## src/rtl/m68k_io_port_if.sv

```systemverilog
// Bus bundle between the 68008 pins, the RAM port and the display path.
// The slave modport is the I/O port block and the master modport is the CPU/RAM side.
interface m68k_io_port_if #(
    parameter int ADDRLEN = 20
) ();
    // CPU side
    logic [ADDRLEN-1:0] addr_bus;
    logic [7:0]         data_in;
    logic               rw_;
    logic               as_;
    logic               ds_;
    logic [7:0]         data_out;
    logic               data_oe;
    logic               dtack_;
    // Synchronous RAM side
    logic [15:0]        mem_addr;
    logic               mem_we;
    logic               mem_re;
    logic [7:0]         mem_wdata;
    logic [7:0]         mem_rdata;
    // Display path
    logic [31:0]        display_value;
    logic               update;

    modport slave (
        input  addr_bus, data_in, rw_, as_, ds_, mem_rdata,
        output data_out, data_oe, dtack_, mem_addr, mem_we, mem_re, mem_wdata,
        output display_value, update
    );

    modport master (
        output addr_bus, data_in, rw_, as_, ds_, mem_rdata,
        input  data_out, data_oe, dtack_, mem_addr, mem_we, mem_re, mem_wdata,
        input  display_value, update
    );
endinterface

```

## src/rtl/m68k_io_port.sv

```systemverilog
// 68008 bus slave. It synchronises the CPU strobes and serves a 4-byte display window.
// All other accesses go to a synchronous RAM port.
// A write to window byte 3 commits the 32-bit display word and pulses update.
module m68k_io_port #(
    parameter int                 ADDRLEN     = 20,
    parameter logic [ADDRLEN-1:0] IO_BASE     = 20'h81234,
    parameter int                 SYNC_STAGES = 2,
    parameter logic [15:0]        WP_LIMIT    = 16'h0100
) (
    input  logic           clk,
    input  logic           rst_n,
    m68k_io_port_if.slave  bus
);
    typedef enum logic [2:0] {
        ST_IDLE, ST_DECODE, ST_MEM_WAIT, ST_ACK, ST_RELEASE
    } state_t;

    state_t                 state_reg;
    logic [SYNC_STAGES-1:0] as_sync_reg, ds_sync_reg, rw_sync_reg, fill_reg;
    logic                   armed_reg;
    logic [ADDRLEN-1:0]     addr_latch_reg;
    logic [7:0]             data_latch_reg;
    logic                   rw_latch_reg;
    logic [7:0]             shadow0_reg, shadow1_reg, shadow2_reg;
    logic [7:0]             data_out_reg, mem_wdata_reg;
    logic [15:0]            mem_addr_reg;
    logic                   mem_we_reg, mem_re_reg, update_reg;
    logic [31:0]            display_reg;

    logic as_s, ds_s, rw_s, hit_in, hit_latch;
    logic [1:0] byte_idx;

    assign as_s      = as_sync_reg[SYNC_STAGES-1];
    assign ds_s      = ds_sync_reg[SYNC_STAGES-1];
    assign rw_s      = rw_sync_reg[SYNC_STAGES-1];
    assign hit_in    = (bus.addr_bus[ADDRLEN-1:2] == IO_BASE[ADDRLEN-1:2]);
    assign hit_latch = (addr_latch_reg[ADDRLEN-1:2] == IO_BASE[ADDRLEN-1:2]);
    assign byte_idx  = addr_latch_reg[1:0];

    // Strobe synchronisers. fill_reg marks when the chains hold real pin samples after reset.
    always_ff @(posedge clk or negedge rst_n) begin
        if (!rst_n) begin
            as_sync_reg <= '1;
            ds_sync_reg <= '1;
            rw_sync_reg <= '1;
            fill_reg    <= '0;
        end else begin
            as_sync_reg <= {as_sync_reg[SYNC_STAGES-2:0], bus.as_};
            ds_sync_reg <= {ds_sync_reg[SYNC_STAGES-2:0], bus.ds_};
            rw_sync_reg <= {rw_sync_reg[SYNC_STAGES-2:0], bus.rw_};
            fill_reg    <= {fill_reg[SYNC_STAGES-2:0], 1'b1};
        end
    end

    // Bus-cycle FSM with registered side effects.
    always_ff @(posedge clk or negedge rst_n) begin
        if (!rst_n) begin
            state_reg      <= ST_IDLE;
            armed_reg      <= 1'b0;
            addr_latch_reg <= '0;
            data_latch_reg <= '0;
            rw_latch_reg   <= 1'b0;
            shadow0_reg    <= '0;
            shadow1_reg    <= '0;
            shadow2_reg    <= '0;
            data_out_reg   <= '0;
            mem_addr_reg   <= '0;
            mem_wdata_reg  <= '0;
            mem_we_reg     <= 1'b0;
            mem_re_reg     <= 1'b0;
            update_reg     <= 1'b0;
            display_reg    <= '0;
        end else begin
            mem_we_reg <= 1'b0;
            mem_re_reg <= 1'b0;
            update_reg <= 1'b0;
            // A cycle already running when reset was released is ignored.
            // New cycles are accepted only after AS has been seen high.
            if (fill_reg[SYNC_STAGES-1] && as_s)
                armed_reg <= 1'b1;

            case (state_reg)
                ST_IDLE: begin
                    if (armed_reg && !as_s && !ds_s) begin
                        addr_latch_reg <= bus.addr_bus;
                        data_latch_reg <= bus.data_in;
                        rw_latch_reg   <= rw_s;
                        // The RAM strobe is issued on the DECODE entry edge.
                        // Read data from the synchronous RAM is then present during MEM_WAIT.
                        if (!hit_in) begin
                            mem_addr_reg <= bus.addr_bus[15:0];
                            if (rw_s) begin
                                mem_re_reg <= 1'b1;
                            end else begin
                                mem_wdata_reg <= bus.data_in;
                                mem_we_reg    <= (bus.addr_bus[15:0] >= WP_LIMIT);
                            end
                        end
                        state_reg <= ST_DECODE;
                    end
                end
                ST_DECODE: begin
                    if (hit_latch && rw_latch_reg) begin
                        case (byte_idx)
                            2'd0:    data_out_reg <= display_reg[31:24];
                            2'd1:    data_out_reg <= display_reg[23:16];
                            2'd2:    data_out_reg <= display_reg[15:8];
                            default: data_out_reg <= display_reg[7:0];
                        endcase
                    end else if (hit_latch) begin
                        case (byte_idx)
                            2'd0:    shadow0_reg <= data_latch_reg;
                            2'd1:    shadow1_reg <= data_latch_reg;
                            2'd2:    shadow2_reg <= data_latch_reg;
                            default: begin
                                display_reg <= {shadow0_reg, shadow1_reg, shadow2_reg, data_latch_reg};
                                update_reg  <= 1'b1;
                            end
                        endcase
                    end
                    if (ds_s)
                        state_reg <= ST_RELEASE;
                    else if (!hit_latch && rw_latch_reg)
                        state_reg <= ST_MEM_WAIT;
                    else
                        state_reg <= ST_ACK;
                end
                ST_MEM_WAIT: begin
                    data_out_reg <= bus.mem_rdata;
                    state_reg    <= ds_s ? ST_RELEASE : ST_ACK;
                end
                ST_ACK: begin
                    if (ds_s)
                        state_reg <= ST_RELEASE;
                end
                ST_RELEASE: begin
                    if (ds_s && as_s)
                        state_reg <= ST_IDLE;
                end
                default: state_reg <= ST_IDLE;
            endcase
        end
    end

    // DTACK and the data-bus enable come straight from the state register.
    // A reset therefore releases them without waiting for a clock edge.
    assign bus.dtack_        = ~(state_reg == ST_ACK);
    assign bus.data_oe       = (state_reg == ST_ACK) & rw_latch_reg;
    assign bus.data_out      = data_out_reg;
    assign bus.mem_addr      = mem_addr_reg;
    assign bus.mem_we        = mem_we_reg;
    assign bus.mem_re        = mem_re_reg;
    assign bus.mem_wdata     = mem_wdata_reg;
    assign bus.display_value = display_reg;
    assign bus.update        = update_reg;
endmodule

```

## src/flat_wrapper.sv

```systemverilog
// flat-port wrapper written by rule: the top's interface ports become plain ports
module m68k_io_port_flat 
#(
    parameter int                 ADDRLEN     = 20,
    parameter logic [ADDRLEN-1:0] IO_BASE     = 20'h81234,
    parameter int                 SYNC_STAGES = 2,
    parameter logic [15:0]        WP_LIMIT    = 16'h0100
)
  (clk, rst_n, bus_addr_bus, bus_data_in, bus_rw_, bus_as_, bus_ds_, bus_mem_rdata, bus_data_out, bus_data_oe, bus_dtack_, bus_mem_addr, bus_mem_we, bus_mem_re, bus_mem_wdata, bus_display_value, bus_update);
  m68k_io_port_if #(.ADDRLEN(ADDRLEN)) bus_i ();
  input  logic clk;
  input  logic rst_n;
  input wire logic [$bits(bus_i.addr_bus)-1:0] bus_addr_bus;
  input wire logic [$bits(bus_i.data_in)-1:0] bus_data_in;
  input wire logic [$bits(bus_i.rw_)-1:0] bus_rw_;
  input wire logic [$bits(bus_i.as_)-1:0] bus_as_;
  input wire logic [$bits(bus_i.ds_)-1:0] bus_ds_;
  input wire logic [$bits(bus_i.mem_rdata)-1:0] bus_mem_rdata;
  output wire logic [$bits(bus_i.data_out)-1:0] bus_data_out;
  output wire logic [$bits(bus_i.data_oe)-1:0] bus_data_oe;
  output wire logic [$bits(bus_i.dtack_)-1:0] bus_dtack_;
  output wire logic [$bits(bus_i.mem_addr)-1:0] bus_mem_addr;
  output wire logic [$bits(bus_i.mem_we)-1:0] bus_mem_we;
  output wire logic [$bits(bus_i.mem_re)-1:0] bus_mem_re;
  output wire logic [$bits(bus_i.mem_wdata)-1:0] bus_mem_wdata;
  output wire logic [$bits(bus_i.display_value)-1:0] bus_display_value;
  output wire logic [$bits(bus_i.update)-1:0] bus_update;
  assign bus_i.addr_bus = bus_addr_bus;
  assign bus_i.data_in = bus_data_in;
  assign bus_i.rw_ = bus_rw_;
  assign bus_i.as_ = bus_as_;
  assign bus_i.ds_ = bus_ds_;
  assign bus_i.mem_rdata = bus_mem_rdata;
  assign bus_data_out = bus_i.data_out;
  assign bus_data_oe = bus_i.data_oe;
  assign bus_dtack_ = bus_i.dtack_;
  assign bus_mem_addr = bus_i.mem_addr;
  assign bus_mem_we = bus_i.mem_we;
  assign bus_mem_re = bus_i.mem_re;
  assign bus_mem_wdata = bus_i.mem_wdata;
  assign bus_display_value = bus_i.display_value;
  assign bus_update = bus_i.update;
  m68k_io_port #(.ADDRLEN(ADDRLEN), .IO_BASE(IO_BASE), .SYNC_STAGES(SYNC_STAGES), .WP_LIMIT(WP_LIMIT)) u_core (.clk(clk), .rst_n(rst_n), .bus(bus_i));
endmodule
```

## config.mk

```make
export PLATFORM = sky130hd
export DESIGN_NAME = m68k_io_port_flat
export DESIGN_NICKNAME = d
export VERILOG_FILES = /design/src/rtl/m68k_io_port_if.sv /design/src/rtl/m68k_io_port.sv /design/src/flat_wrapper.sv
export SDC_FILE = /design/constraint.sdc
export NUM_CORES = 1
export LEC_CHECK = 0
export ABC_CLOCK_PERIOD_IN_PS = 2700
export BUFFER_PORTS_ARGS = -buffer_cell sky130_fd_sc_hd__clkbuf_2
export CAP_MARGIN = 5
export CORE_MARGIN = 5
export CORE_UTILIZATION = 45
export CTS_CLUSTER_SIZE = 25
export DETAILED_ROUTE_END_ITERATION = 7
export GPL_ROUTABILITY_DRIVEN = 1
export PLACE_DENSITY = 0.67
export SETUP_SLACK_MARGIN = 0.05
export SYNTH_ARGS = -nofsm -noshare
export SYNTH_HDL_FRONTEND = slang
export SYNTH_SLANG_ARGS = --single-unit
```

## constraint.sdc

```tcl
create_clock -name clk -period 2.7 [get_ports clk]
set_input_delay 0.135 -clock clk [delete_from_list [all_inputs] [get_ports clk]]
set_output_delay 0.135 -clock clk [all_outputs]
set_load 0.05 [all_outputs]
```

==> impl_metrics.sql <==
INSERT INTO impl_metrics (metric_group, metric, value, unit) VALUES
('hold_path', 'whs_path_depth', '3', ''),
('logic_synthesis', 'synth_top_cell_by_area', 'sky130_fd_sc_hd__dfrtp_1', ''),
('logic_synthesis', 'async_flop_share', '1.00', ''),
('grt', 'number_of_global_route_vias_before_repair', '4140', ''),
('power_and_ir_drop', 'vdd_drop_max', '0.575', 'mV'),
('place', 'dp.final_hpwl', '8.87', 'mm'),
('setup_path', 'setup.reg_to_reg.worst_slack', '590', 'ps'),
('hold_path', 'hp-class', 'in -> reg', ''),
('place', 'globalplace.congestion', '0.788', ''),
('power_and_ir_drop', 'power.static_leakage', '3.63', 'nW'),
('clock_network', 'cts.sink_count', '132', ''),
('run', 'max_capacitance_violation_total', '0', ''),
('setup_path', 'critPathMaxFanout', '11', ''),
('detailed_routing', 'routed-via-count', '3802', ''),
('logic_synthesis', 'synth-seq-cells', '132', ''),
('clock_network', 'post-cts-setup-buffers', '0', ''),
('logic_synthesis', 'sequential_element_share_of_the_synthesized_area', '0.610', ''),
('logic_synthesis', 'yosys.cell_types.count', '44', ''),
('setup_path', 'critical_path_cell_list', 'dlygate4sd3_1 > clkbuf_2 > nor4_1 > nand4_1 > o21ai_2 > mux2_2', ''),
('grt', 'globalRouteMet2Util', '0.308', ''),
('setup_path', 'max_stage_delay_on_crit_path', '530', 'ps'),
('clock_network', 'cts-root-buf', 'sky130_fd_sc_hd__clkbuf_16', ''),
('run_status', 'run_status', 'finished, final reports clean', ''),
('sta', 'clock-skew-final', '7.78', 'ps'),
('setup_path', 'crit-reg2reg-launch', 'u_core.addr_latch_reg[11]', ''),
('setup_path', 'timing.critical_path.arrival', '2410', 'ps'),
('finish', 'post_route_cells_drive_above_1_share', '0.416', ''),
('floorplan', 'floorplan.core_area', '11900', 'µm²'),
('floorplan', 'number_of_placement_rows', '40', ''),
('setup_path', 'regToRegEndpoint', 'u_core.shadow1_reg[1]', ''),
('sta', 'period_minus_slack', '2120', 'ps'),
('logic_synthesis', 'post-synth-top-area-fraction', '0.581', ''),
('setup_path', 'cp-end-kind', 'register', ''),
('sta', 'worst_setup_margin', '580', 'ps'),
('detailed_routing', 'totalWireLength', '12.6', 'mm'),
('clock_network', 'ctsResizeCount', '0', ''),
('sta', 'maxSlewViolCount', '0', ''),
('setup_path', 'critPathKind', 'in -> reg', ''),
('floorplan', 'start_util', '0.456', ''),
('clock_network', 'cts_tree', 'built', ''),
('sta', 'setup-tns-final', '0', 'ps'),
('finish', 'layout.filler_cells', '946', ''),
('grt', 'grtUsageMet3', '0.0481', ''),
('logic_synthesis', 'synthesis.area_per_instance', '13.1', 'µm²'),
('logic_synthesis', 'most_used_standard_cells_in_the_synthesized_netlist', 'sky130_fd_sc_hd__dfrtp_1, sky130_fd_sc_hd__nand2_1, sky130_fd_sc_hd__mux2_2, sky130_fd_sc_hd__nor2_1, sky130_fd_sc_hd__o21ai_0', ''),
('sta', 'rsz0062_at_grt', 'no', ''),
('detailed_routing', 'detail_route.wl_per_cell', '17.2', 'µm'),
('logic_synthesis', 'synth.yosys.warnings', '0', ''),
('sta', 'finalSetupViolCount', '0', ''),
('floorplan', 'die-width', '120', 'µm'),
('hold_path', 'worst_hold_path_endpoint', 'u_core.bus.data_out[2]', ''),
('setup_path', 'worst_setup_path_start_kind', 'primary input', ''),
('detailed_routing', 'postRouteAntennaNets', '0', ''),
('sta', 'final_min_period_over_clock_period', '0.785', ''),
('finish', 'reg_area', '3310', 'µm²'),
('detailed_routing', 'dr.first_iter.drc_count', '274', ''),
('place', 'dpl_worst_slack', '581', 'ps'),
('sta', 'timing_hold_violations_final', '0', ''),
('logic_synthesis', 'synth.area.top_cells', 'sky130_fd_sc_hd__dfrtp_1, sky130_fd_sc_hd__mux2_2, sky130_fd_sc_hd__nand2_1', ''),
('power_and_ir_drop', 'powerDensity', '1020', 'nW/µm²'),
('grt', 'grt-ovfl-total', '0', ''),
('clock_network', 'cts_inserted_buffers', '17', ''),
('clock_network', 'level_count_of_the_clock_h_tree', '4', ''),
('floorplan', 'die-height', '120', 'µm'),
('finish', 'num_antenna_cells', '0', ''),
('finish', 'max_ffs_per_register', '32', ''),
('clock_network', 'cts-root-to-sink-buffers', '2', ''),
('grt', 'grt_max_degree', '59', ''),
('sta', 'tightest_slew', '662', 'ps'),
('grt', 'global_route.peak_usage_layer', 'met2', ''),
('clock_network', 'clkLatencyLatePin', '410', 'ps');
[worst max path at each step]
stage	startpoint	endpoint	slack, ps	depth (start not counted)
finish	bus_addr_bus[8]	u_core.bus.mem_addr[1]	580	6
global route	u_core.addr_latch_reg[15]	u_core.shadow1_reg[6]	430	4
CTS	u_core.addr_latch_reg[15]	u_core.shadow1_reg[1]	570	4
detailed placement	u_core.addr_latch_reg[15]	u_core.shadow1_reg[5]	580	4
global placement	u_core.addr_latch_reg[15]	u_core.bus.display_value[13]	640	5
floorplan	u_core.addr_latch_reg[15]	u_core.bus.display_value[10]	760	5
[logic make-up (layout without fill, tap and decap cells)]
family / Yosys count / after routing / share of synthesized area
compound gates: 32 / 32 / 0.0390
buf+inv: 22 / 193 / 0.0214
flops: 132 / 132 / 0.610
mux: 81 / 81 / 0.185
other cells: 1 / 1 / 0.000691
simple gates: 147 / 147 / 0.144
[layout make-up]
cell class,instances,share of cell area
flip-flops and latches,132,0.463
repair buffers,158,0.145
well taps,147,0.0257
clock buffers,23,0.0682
clock inverters,9,0.0175
inverters,3,0.00157
multi-input cells,261,0.279
[power breakdown]
part / total (W) / leakage [nW] / internal [W] / switching (W)
clock: 0.00235 / 0.299 / 0.00154 / 0.000803
combinational: 0.00209 / 1.64 / 0.000649 / 0.00144
sequential: 0.00287 / 1.69 / 0.00246 / 0.000416
total: 0.00730 / 3.63 / 0.00465 / 0.00266
[worst max-delay path: cells and delay by family]
family,cells,cell delay [ps]
and+or+nand+nor,2,670
buffers and inverters,2,660
AOI/OAI and AO/OA,1,530
muxes,1,410
[through the flow]
| step | util | hold WS [ps] | area, µm² | total power, W |
|---|---|---|---|---|
| 4_1_cts | 0.601 | 14.9 | 7160 | 0.00737 |
| 3_3_place_gp | 0.517 | 208 | 6150 | 0.00490 |
| 6_report | 0.601 | 33.3 | 7160 | 0.00730 |
| 2_1_floorplan | - | -161 | 5430 | 0.00436 |
| 5_1_grt | 0.601 | 41.7 | 7160 | 0.00766 |
| 3_5_place_dp | 0.517 | 217 | 6150 | 0.00496 |
[metal layers]
layer | up-vias | share of wire
li1 | 1784 | -
met4 | 0 | 0.018
met3 | 18 | 0.046
met1 | 1915 | 0.44
met2 | 85 | 0.50
met5 | - | 0
[cell usage in the layout (no fill, tap or decap), drive strengths merged, types with 3 or more instances in the layout]
master       count
nand2           89
o21ai           12
dfrtp          126
buf             11
nor3             3
nor4b            5
dlygate4sd3     39
dfstp            6
and4b            4
mux2            73
bufinv           3
clkbuf         131
nand4           12
nor2b            3
nor2            17
a22o             6
inv              3
clkinv           4
a31oi            8
mux4             8
(Power assumes the default switching activity.)
